<file path="src/rtl/clk_div_pkg.sv">
// rtl/clk_div_pkg.sv - shared state type and default sizing for the programmable clock divider
package clk_div_pkg;

  // Divider operating state; PEND is RUN with a ratio request waiting for the period boundary
  typedef enum logic [1:0] {
    ST_IDLE = 2'd0,
    ST_RUN  = 2'd1,
    ST_PEND = 2'd2,
    ST_STOP = 2'd3
  } div_state_t;

  localparam int CLK_DIV_CNT_W   = 8;
  localparam int CLK_DIV_DEF_DIV = 1;

endpackage

</file>
<file path="src/rtl/clk_div_prog.sv">
// rtl/clk_div_prog.sv - programmable 50%-duty clock divider with glitch-free ratio load/ack handshake
module clk_div_prog
  import clk_div_pkg::*;
#(
  parameter int CNT_W   = CLK_DIV_CNT_W,
  parameter int DEF_DIV = CLK_DIV_DEF_DIV
) (
  input  logic             clkin,
  input  logic             rst,
  input  logic             en,
  input  logic [CNT_W-1:0] div_in,
  input  logic             div_load,
  output logic             div_busy,
  output logic             div_ack,
  output logic             div_err,
  output logic [CNT_W-1:0] div_cur,
  output logic             clk_out,
  output logic             tick
);

  localparam logic [CNT_W-1:0] ONE = CNT_W'(1);
  localparam logic [CNT_W-1:0] DEF = CNT_W'(DEF_DIV);

  div_state_t       state;
  div_state_t       state_n;
  logic [CNT_W-1:0] cnt;
  logic [CNT_W-1:0] cnt_n;
  logic [CNT_W-1:0] pend;
  logic [CNT_W-1:0] pend_n;
  logic [CNT_W-1:0] div_cur_n;
  logic             clk_out_n;
  logic             tick_n;
  logic             div_busy_n;
  logic             div_ack_n;
  logic             div_err_n;

  logic             req_ok;
  logic             req_zero;
  logic             expire;
  logic             draining;

  // A request is only looked at while nothing is pending; a zero ratio is rejected
  assign req_ok   = div_load && !div_busy && (div_in != '0);
  assign req_zero = div_load && !div_busy && (div_in == '0);
  // Last cycle of the current half period
  assign expire   = (cnt == (div_cur - ONE));
  // Run request withdrawn and the current phase ends now: the divider parks low this edge
  assign draining = !en && expire;

  // Register every output and all control state
  always_ff @(posedge clkin or posedge rst) begin
    if (rst) begin
      state    <= ST_IDLE;
      cnt      <= '0;
      pend     <= '0;
      div_cur  <= DEF;
      clk_out  <= 1'b0;
      tick     <= 1'b0;
      div_busy <= 1'b0;
      div_ack  <= 1'b0;
      div_err  <= 1'b0;
    end else begin
      state    <= state_n;
      cnt      <= cnt_n;
      pend     <= pend_n;
      div_cur  <= div_cur_n;
      clk_out  <= clk_out_n;
      tick     <= tick_n;
      div_busy <= div_busy_n;
      div_ack  <= div_ack_n;
      div_err  <= div_err_n;
    end
  end

  // Next state, half-period counting, toggle and ratio handshake
  always_comb begin
    state_n    = state;
    cnt_n      = cnt;
    pend_n     = pend;
    div_cur_n  = div_cur;
    clk_out_n  = clk_out;
    tick_n     = 1'b0;
    div_busy_n = div_busy;
    div_ack_n  = 1'b0;
    div_err_n  = req_zero;

    if (state == ST_IDLE) begin
      cnt_n     = '0;
      clk_out_n = 1'b0;
      // Stopped: a new ratio can be applied straight away
      if (req_ok) begin
        div_cur_n = div_in;
        div_ack_n = 1'b1;
      end
      if (en) begin
        state_n   = ST_RUN;
        clk_out_n = 1'b1;
        tick_n    = 1'b1;
      end
    end else begin
      cnt_n = expire ? '0 : cnt + ONE;

      if (expire && clk_out) begin
        // Period boundary (1->0): the only point where the ratio may change
        clk_out_n = 1'b0;
        tick_n    = 1'b1;
        if (div_busy) begin
          div_cur_n  = pend;
          div_ack_n  = 1'b1;
          div_busy_n = 1'b0;
        end
      end else if (expire && en) begin
        // End of low phase; suppressed while stopping so clk_out stays parked low
        clk_out_n = 1'b1;
        tick_n    = 1'b1;
      end

      if (req_ok) begin
        if (draining) begin
          // No later boundary will come, so apply as if already idle
          div_cur_n = div_in;
          div_ack_n = 1'b1;
        end else begin
          pend_n     = div_in;
          div_busy_n = 1'b1;
        end
      end

      if (!en) begin
        state_n = expire ? ST_IDLE : ST_STOP;
      end else begin
        state_n = div_busy_n ? ST_PEND : ST_RUN;
      end
    end
  end

endmodule

</file>
<file path="config.mk">
export PLATFORM = sky130hd
export DESIGN_NAME = clk_div_prog
export DESIGN_NICKNAME = d
export VERILOG_FILES = /design/src/rtl/clk_div_pkg.sv /design/src/rtl/clk_div_prog.sv
export SDC_FILE = /design/constraint.sdc
export NUM_CORES = 1
export LEC_CHECK = 0
export CORE_MARGIN = 4
export CORE_UTILIZATION = 56
export DETAILED_ROUTE_END_ITERATION = 8
export DONT_BUFFER_PORTS = 1
export PLACE_DENSITY_LB_ADDON = 0.12
export RECOVER_POWER = 50
export SLEW_MARGIN = 10
export SYNTH_ARGS = -nofsm -noshare
export SYNTH_HDL_FRONTEND = slang
export SYNTH_SLANG_ARGS = --single-unit
export TNS_END_PERCENT = 50
</file>
<file path="constraint.sdc">
create_clock -name clkin -period 2.3 [get_ports clkin]
set_input_delay 0.23 -clock clkin [delete_from_list [all_inputs] [get_ports clkin]]
set_output_delay 0.23 -clock clkin [all_outputs]
set_load 0.005 [all_outputs]
</file>
==> summary.md, run 1 <==
| Metric | Value |
|---|---|
| Period utilisation layout | `108%` |
| Worst-Margin Slew | `640 ps` |
| Netlist cell types | `44` |
| CTS sink count | `31` |
| Io pins | `25` |
| Nets | `225` |
| Global Route Usage Sum | `25.3%` |
| CTS H-Tree Depth | `2` |
| Seq cells post-synth | `31` |
| Setup slack after layout | `-193 ps` |
| Most common flop cell mapped by yosys | `dfrtp_1` |
| Initial antenna violation count | `0` |
| DR vias/cell | `about 6.2` |
| DIE AREA | `a little over 4000 µm²` |
| Crit-path leading delay family | `buffers and inverters` |
| N_diodes | `0` |
| Hold Vio Cnt, Final | `0` |
| RSZ-0062 raised after global routing | `yes` |
| CP arrival | `2710 ps` |
| Fin util | `76.4%` |
| WL/cell | `19.7 µm` |
| FMAX | `about 400 MHz` |
| Register area share after synthesis | `between 40% and 50%` |
| Antenna-violating nets left | `0` |
| Layout cells sized above 1 | `38.2%` |
| Grt total ovfl | `0` |
| Crit-path slowest cell | `dfrtp_2` |
| DIE HEIGHT | `64.3 µm` |
| Place WS | `-161 ps` |
| Initial Util | `58.1%` |
| Total wire length | `between 5 and 6 mm` |
| Core region area | `slightly above 3000 µm²` |
| Critical Path Fanout Max | `8` |
| Synth Warn # | `0` |
| CP required | `approximately 2500 ps` |
| First-pass GRT wire length | `roughly 8.0 mm` |
| Status | `finished, violations left` |
| Worst VDD drop | `just over 0.6 mV` |
| Hold Slack | `approximately 16 ps` |
| Ys async rst share | `100%` |
| Num CTS Buffers | `5` |
| Clock insertion delay at the later pin of the skew report | `330 ps` |
| Vias | `1,597` |
| # port buffers | `0` |
| Largest stage delay, worst path | `410 ps` |
| Clock transition at the registers of the reported paths | `90 ps` |
| Synth Area per Inst | `around 10 µm²` |
| GP Congestion | `0.869` |
| WP buf/inv | `4` |
| Setup violators final | `24` |
| Setup crit end kind | `register` |
| Post-synthesis instance total | `between 150 and 200` |
| Setup Skew | `11.7 ps` |
| Pwr per Cell Area | `1250 nW/µm²` |
| EDFF count, synth | `0` |
| Worst-path cell chain | `buf_4, nor4_4, buf_4, nand4b_1, a32oi_2, a2111oi_4, buf_4, nor2_4, buf_12, mux2_2` |
| DRC viols | `0` |
| Pin count of the biggest net entering global routing | `18` |
| Crit path kind | `reg2reg` |
| Leakage | `1.06 nW` |
| Setup crit start kind | `register` |
| Mapped Nets | `188` |
| Hold Path Class | `in2reg` |
| Tmin final | `around 2500 ps` |
| Post-Syn Area | `around 1800 µm²` |
| Root Buffer | `clkbuf_4` |
| P&R area growth vs syn | `31.5%` |
| Vias in the first global route | `between 1,500 and 2,000` |
| Count of pins over their slew limit | `0` |
| Placement Rows | `20` |
| Max-cap violations | `0` |
| DRT Pass-1 Iters | `4` |
| Die W | `64.3 µm` |
| Total power | `2.91 mW` |
| Hpwl dp | `3.35 mm` |
| Clk buf depth | `2` |
| CTS tree | `yes` |
| Rel. slew slack | `57.3%` |
| Failing checks | `setup timing` |
| 1st-iter DRT viols | `137` |
| Flop2flop setup slack | `-190 ps` |
| Crit path top cell by count | `buf_4` |
[flip-flops by register name, indices dropped and copies added (netlist names)]
register / flops
div_busy: 1
div_ack: 1
pend: 8
clk_out: 1
div_cur: 8
tick: 1
div_err: 1
cnt: 8
state: 2
[cells by family (layout without fill, tap and decap cells)]
group	after synthesis	after routing	synth area share, %
AO/OA/AOI/OAI	37	37	19.0
flip-flops	31	31	43.8
buffers and inverters	8	46	1.69
XOR/XNOR	16	16	7.90
AND/OR/NAND/NOR	72	72	21.2
multiplexers	8	8	5.08
adder cells (fa/ha/maj)	2	2	1.41
[where the power goes]
part | total [mW] | internal (mW) | switching [mW]
clock network | 0.307 | 0.119 | 0.188
logic | 1.68 | 0.836 | 0.848
registers | 0.917 | 0.707 | 0.210
[final cells by class]
| type | instances | area, µm² |
|---|---|---|
| multi-input combinational | 135 | 1150 |
| tap | 44 | 55.1 |
| clock inverter | 1 | 5.00 |
| inverter | 6 | 22.5 |
| clock buffer | 7 | 45.0 |
| fill | 211 | 719 |
| timing repair buffer | 32 | 279 |
| sequential | 31 | 778 |
[cells in the final DEF (no fill, tap or decap), types with 3 or more instances in the layout]
cell type	n
nand3_1	8
nand2_1	10
mux2_4	5
nor3_1	5
clkbuf_4	5
buf_6	3
buf_4	26
inv_1	5
o221a_2	6
or2_2	3
xor2_1	8
mux2_2	3
nor2_1	21
xnor2_1	7
nor4_1	4
dfrtp_1	29
and3_1	7
[per-stage QoR]
stage | cell area [µm²] | std cells | TNS, ps
after floorplan | 1790 | 174 | -453
after global placement | 2000 | 236 | -1340
after detailed placement | 2000 | 236 | -1980
after CTS | 2200 | 252 | -1390
after global routing | 2330 | 256 | -5650
final | 2330 | 256 | -2660
[synthesized netlist by cell type (2+ instances only)]
master | n | area [µm²]
a21boi_0 | 3 | 22.5
a21oi_1 | 3 | 15.0
a221o_1 | 2 | 20.0
a31o_2 | 2 | 17.5
a32o_1 | 2 | 20.0
a32oi_1 | 2 | 17.5
and2_1 | 2 | 12.5
and3_1 | 8 | 50.1
dfrtp_1 | 30 | 751
ha_1 | 2 | 25.0
inv_1 | 6 | 22.5
mux2_2 | 8 | 90.1
nand2_1 | 10 | 37.5
nand3_1 | 9 | 45.0
nor2_1 | 21 | 78.8
nor3_1 | 5 | 25.0
nor4_1 | 5 | 31.3
o211a_1 | 2 | 20.0
o211ai_1 | 2 | 15.0
o21ai_0 | 2 | 10.0
o21ai_2 | 2 | 17.5
o221a_2 | 6 | 67.6
or2_2 | 3 | 18.8
or3_4 | 2 | 22.5
or4_1 | 2 | 15.0
xnor2_1 | 8 | 70.1
xor2_1 | 8 | 70.1
[per-layer routing]
layer | up-vias | global-route usage, % | wire length (µm)
li1 | 725 | - | -
met1 | 764 | 31.1 | 1970
met2 | 85 | 42.5 | 2500
met3 | 23 | 5.98 | 391
met4 | 0 | 10.6 | 191
met5 | - | 0 | 0
[what timing repair did]
| action | in CTS | in global routing |
|---|---|---|
| hold buffers | 1 | 0 |
| cloned | 0 | 0 |
| hold endpoints to repair | 16 | 0 |
| buffers inserted | 7 | 5 |
| gates resized for setup | 15 | 19 |
| setup endpoints to repair | 26 | 29 |
| pin swaps | 17 | 4 |
[path summary, 6_finish.rpt]
kind                                         from                      to  depth (start not counted)
setup / recovery           div_cur[2]$_DFFE_PP0P_     pend[2]$_DFFE_PP0P_                         10
hold / removal                                 en    state[0]$_DFFE_PP0P_                          1
setup reg to reg           div_cur[2]$_DFFE_PP0P_     pend[2]$_DFFE_PP0P_                         10
hold reg to reg               pend[7]$_DFFE_PP0P_     pend[7]$_DFFE_PP0P_                          1
max in group asynchronous                     rst  div_cur[0]$_DFFE_PP1P_                          3
min in group asynchronous                     rst        cnt[7]$_DFF_PP0_                          2
Note: power is estimated with default switching activity, not from simulation.
==> run 2: changes to the inputs <==
--- a/config.mk
+++ b/config.mk
@@ -6,10 +6,11 @@
 export NUM_CORES = 1
 export LEC_CHECK = 0
 export CORE_MARGIN = 4
-export CORE_UTILIZATION = 56
+export CORE_UTILIZATION = 50
 export DETAILED_ROUTE_END_ITERATION = 8
 export DONT_BUFFER_PORTS = 1
-export PLACE_DENSITY_LB_ADDON = 0.12
+export HOLD_SLACK_MARGIN = 0.06
+export PLACE_DENSITY = 0.74
 export RECOVER_POWER = 50
 export SLEW_MARGIN = 10
 export SYNTH_ARGS = -nofsm -noshare
==> run 2 against run 1 <==
- the flow still finishes with violations (setup timing)
- die area increased by 10%
- non-clock buffer count increased by 5
- register-to-register slack lost 40 ps
- critical path depth increased by 1
- count of clock-buffer cells in the layout rose by 1
- hold slack better by 62 ps
- largest power group unchanged
- total power decreased by 1.1%
==> summary.md, run 2 (same netlist as run 1, synthesis figures left out) <==
| Metric | Value |
|---|---|
| Status | `finished, violations left` |
| Failing checks | `setup timing` |
| Pwr per Cell Area | `1210 nW/µm²` |
| Setup crit end kind | `register` |
| Largest stage delay, worst path | `roughly 410 ps` |
| DRT Pass-1 Iters | `4` |
| CTS sink count | `31` |
| Crit. Startpoint | `div_cur[2]$_DFFE_PP0P_` |
| Clock power share | `about 13%` |
| CTS tree | `yes` |
| Flop2flop setup slack | `-240 ps` |
| Setup crit start kind | `register` |
| WL/cell | `about 19 µm` |
| Commonest non-fill, non-tap cell in the layout | `dfrtp_1` |
| Initial antenna violation count | `0` |
| DR vias/cell | `6.16` |
| Die W | `67.6 µm` |
| Global Route Usage Sum | `23.3%` |
| Reg2reg start | `div_cur[2]$_DFFE_PP0P_` |
| N_diodes | `0` |
| Crit path top cell by count | `buf_4` |
| Critical Path Fanout Max | `7` |
| Core region area | `3390 µm²` |
| Hold Path Class | `in2reg` |
| Fillers | `about 240` |
| Worst VDD drop | `between 0.6 and 0.7 mV` |
| Final setup TNS | `-3110 ps` |
| Cells on worst reg2reg path | `11` |
| Leakage | `1.06 nW` |
| Place WS | `-202 ps` |
| Io pins | `25` |
| # port buffers | `0` |
| CP required | `2520 ps` |
| Reg area | `between 700 and 800 µm²` |
| Crit-path slowest cell | `dfrtp_2` |
| Initial Util | `52.3%` |
| Vias | `between 1,500 and 2,000` |
| DRC viols | `0` |
| Layout cells sized above 1 | `34.6%` |
| Pin count of the biggest net entering global routing | `26` |
| 1st-iter DRT viols | `about 140` |
| Total power | `between 2 and 3 mW` |
| Total wire length | `5.04 mm` |
| Clock insertion delay at the later pin of the skew report | `340 ps` |
| Non-Filler Instances | `263` |
| P&R area growth vs syn | `33.6%` |
| Clock transition at the registers of the reported paths | `around 100 ps` |
| Hpwl dp | `3.40 mm` |
| Crit path kind | `reg2reg` |
| Comb pwr share | `55.9%` |
| Placed insts | `between 200 and 250` |
| CP arrival | `2760 ps` |
| Vias in the first global route | `1,575` |
| Antenna-violating nets left | `0` |
| Switch Pwr | `roughly 1.2 mW` |
| Count of pins over their slew limit | `0` |
| Worst-Margin Slew | `933 ps` |
| Sw Share | `a little over 40%` |
| Root Buffer | `clkbuf_4` |
| DIE HEIGHT | `just under 70 µm` |
| Capture point of the worst reg-to-reg path | `pend[5]$_DFFE_PP0P_` |
| Hold Vio Cnt, Final | `0` |
| FMAX | `~390 MHz` |
| DIE AREA | `4570 µm²` |
| Placement Rows | `21` |
| Period utilisation layout | `110%` |
| Tmin final | `2540 ps` |
| Worst-path cell chain | `buf_4, nor4_4, buf_4, nand4b_1, a32oi_2, buf_4, a2111oi_4, buf_4, nor2_4, buf_12, mux2_4` |
| Largest registers | `cnt: 8 flops, div_cur: 8 flops, pend: 8 flops` |
| Grt total ovfl | `0` |
| Setup violators final | `23` |
| Nets | `230` |
| Fin util | `70.0%` |
| Num CTS Buffers | `5` |
| RSZ-0062 raised after global routing | `yes` |
| Most frequent cells in the layout | `29 x dfrtp_1, 22 x buf_4, 21 x nor2_1, 10 x nand2_1, 10 x dlygate4sd3_1` |
| Critical Path Sink | `pend[5]$_DFFE_PP0P_` |
| Seq pwr share | `approximately a third` |
| Max-cap violations | `0` |
| CTS H-Tree Depth | `2` |
| Setup slack after layout | `-237 ps` |
| Clk buf depth | `2` |
| Rel. slew slack | `a little under two fifths` |
| Setup Skew | `about 11 ps` |
| Multi-input logic area | `around 1100 µm²` |
| GP Congestion | `~0.92` |
| Internal power | `1.68 mW` |
| First-pass GRT wire length | `roughly 8 mm` |
[run 2: power by group through the flow]
stage / registers, mW / clock network (mW) / logic, mW
2_1_floorplan: 0.851 / 0 / 0.883
4_1_cts: 0.891 / 0.374 / 1.32
3_3_place_gp: 0.893 / 0 / 1.15
3_5_place_dp: 0.902 / 0 / 1.21
5_1_grt: 0.919 / 0.401 / 1.73
6_report: 0.903 / 0.367 / 1.61
[run 2: repair_timing]
action,CTS,global route
gates resized for setup,10,23
hold buffers,10,0
cloned,0,0
endpoints found under the setup margin,25,29
pin swaps,6,11
endpoints found under the hold margin,33,0
buffers inserted,0,7
[run 2: routing by layer]
layer | track usage, % | routed length, µm
met1 | 28.3 | 2040
met2 | 38.0 | 2460
met3 | 6.99 | 384
met4 | 9.87 | 161
met5 | 0 | 0
[run 2: worst min-delay path by stage]
stage                     startpoint                endpoint  slack (ps)  depth (start not counted)
after floorplan                  rst     clk_out$_DFFE_PP0P_         330                          1
after global placement           rst       div_ack$_DFF_PP0_         350                          1
after detailed placement         rst       div_ack$_DFF_PP0_         370                          1
after CTS                  div_in[1]  div_cur[1]$_DFFE_PP0P_          70                          1
after global routing       div_in[1]  div_cur[1]$_DFFE_PP0P_          70                          1
final                      div_in[1]  div_cur[1]$_DFFE_PP0P_          80                          1
[run 2: stage by stage]
| step | hold WS [ps] | cell area (µm²) |
|---|---|---|
| 2_1_floorplan | 333 | 1790 |
| 3_3_place_gp | 354 | 1990 |
| 5_1_grt | 69.4 | 2370 |
| 4_1_cts | 68.9 | 2210 |
| 3_5_place_dp | 373 | 1990 |
| 6_report | 77.8 | 2370 |
[run 2: worst max-delay path: cells and delay by family (launching register included)]
family,cells,cell delay (ps)
AND/OR/NAND/NOR,3,560
buffers and inverters,5,840
multiplexers,1,300
AO/OA/AOI/OAI,2,310
flip-flops,1,410
[run 2: layout make-up]
cell class | instances | share of cell area, %
sequential | 31 | 32.8
timing repair buffer | 37 | 13.3
clock buffer | 8 | 2.90
multi-input combinational | 135 | 47.6
inverter | 6 | 0.950
tap | 46 | 2.43
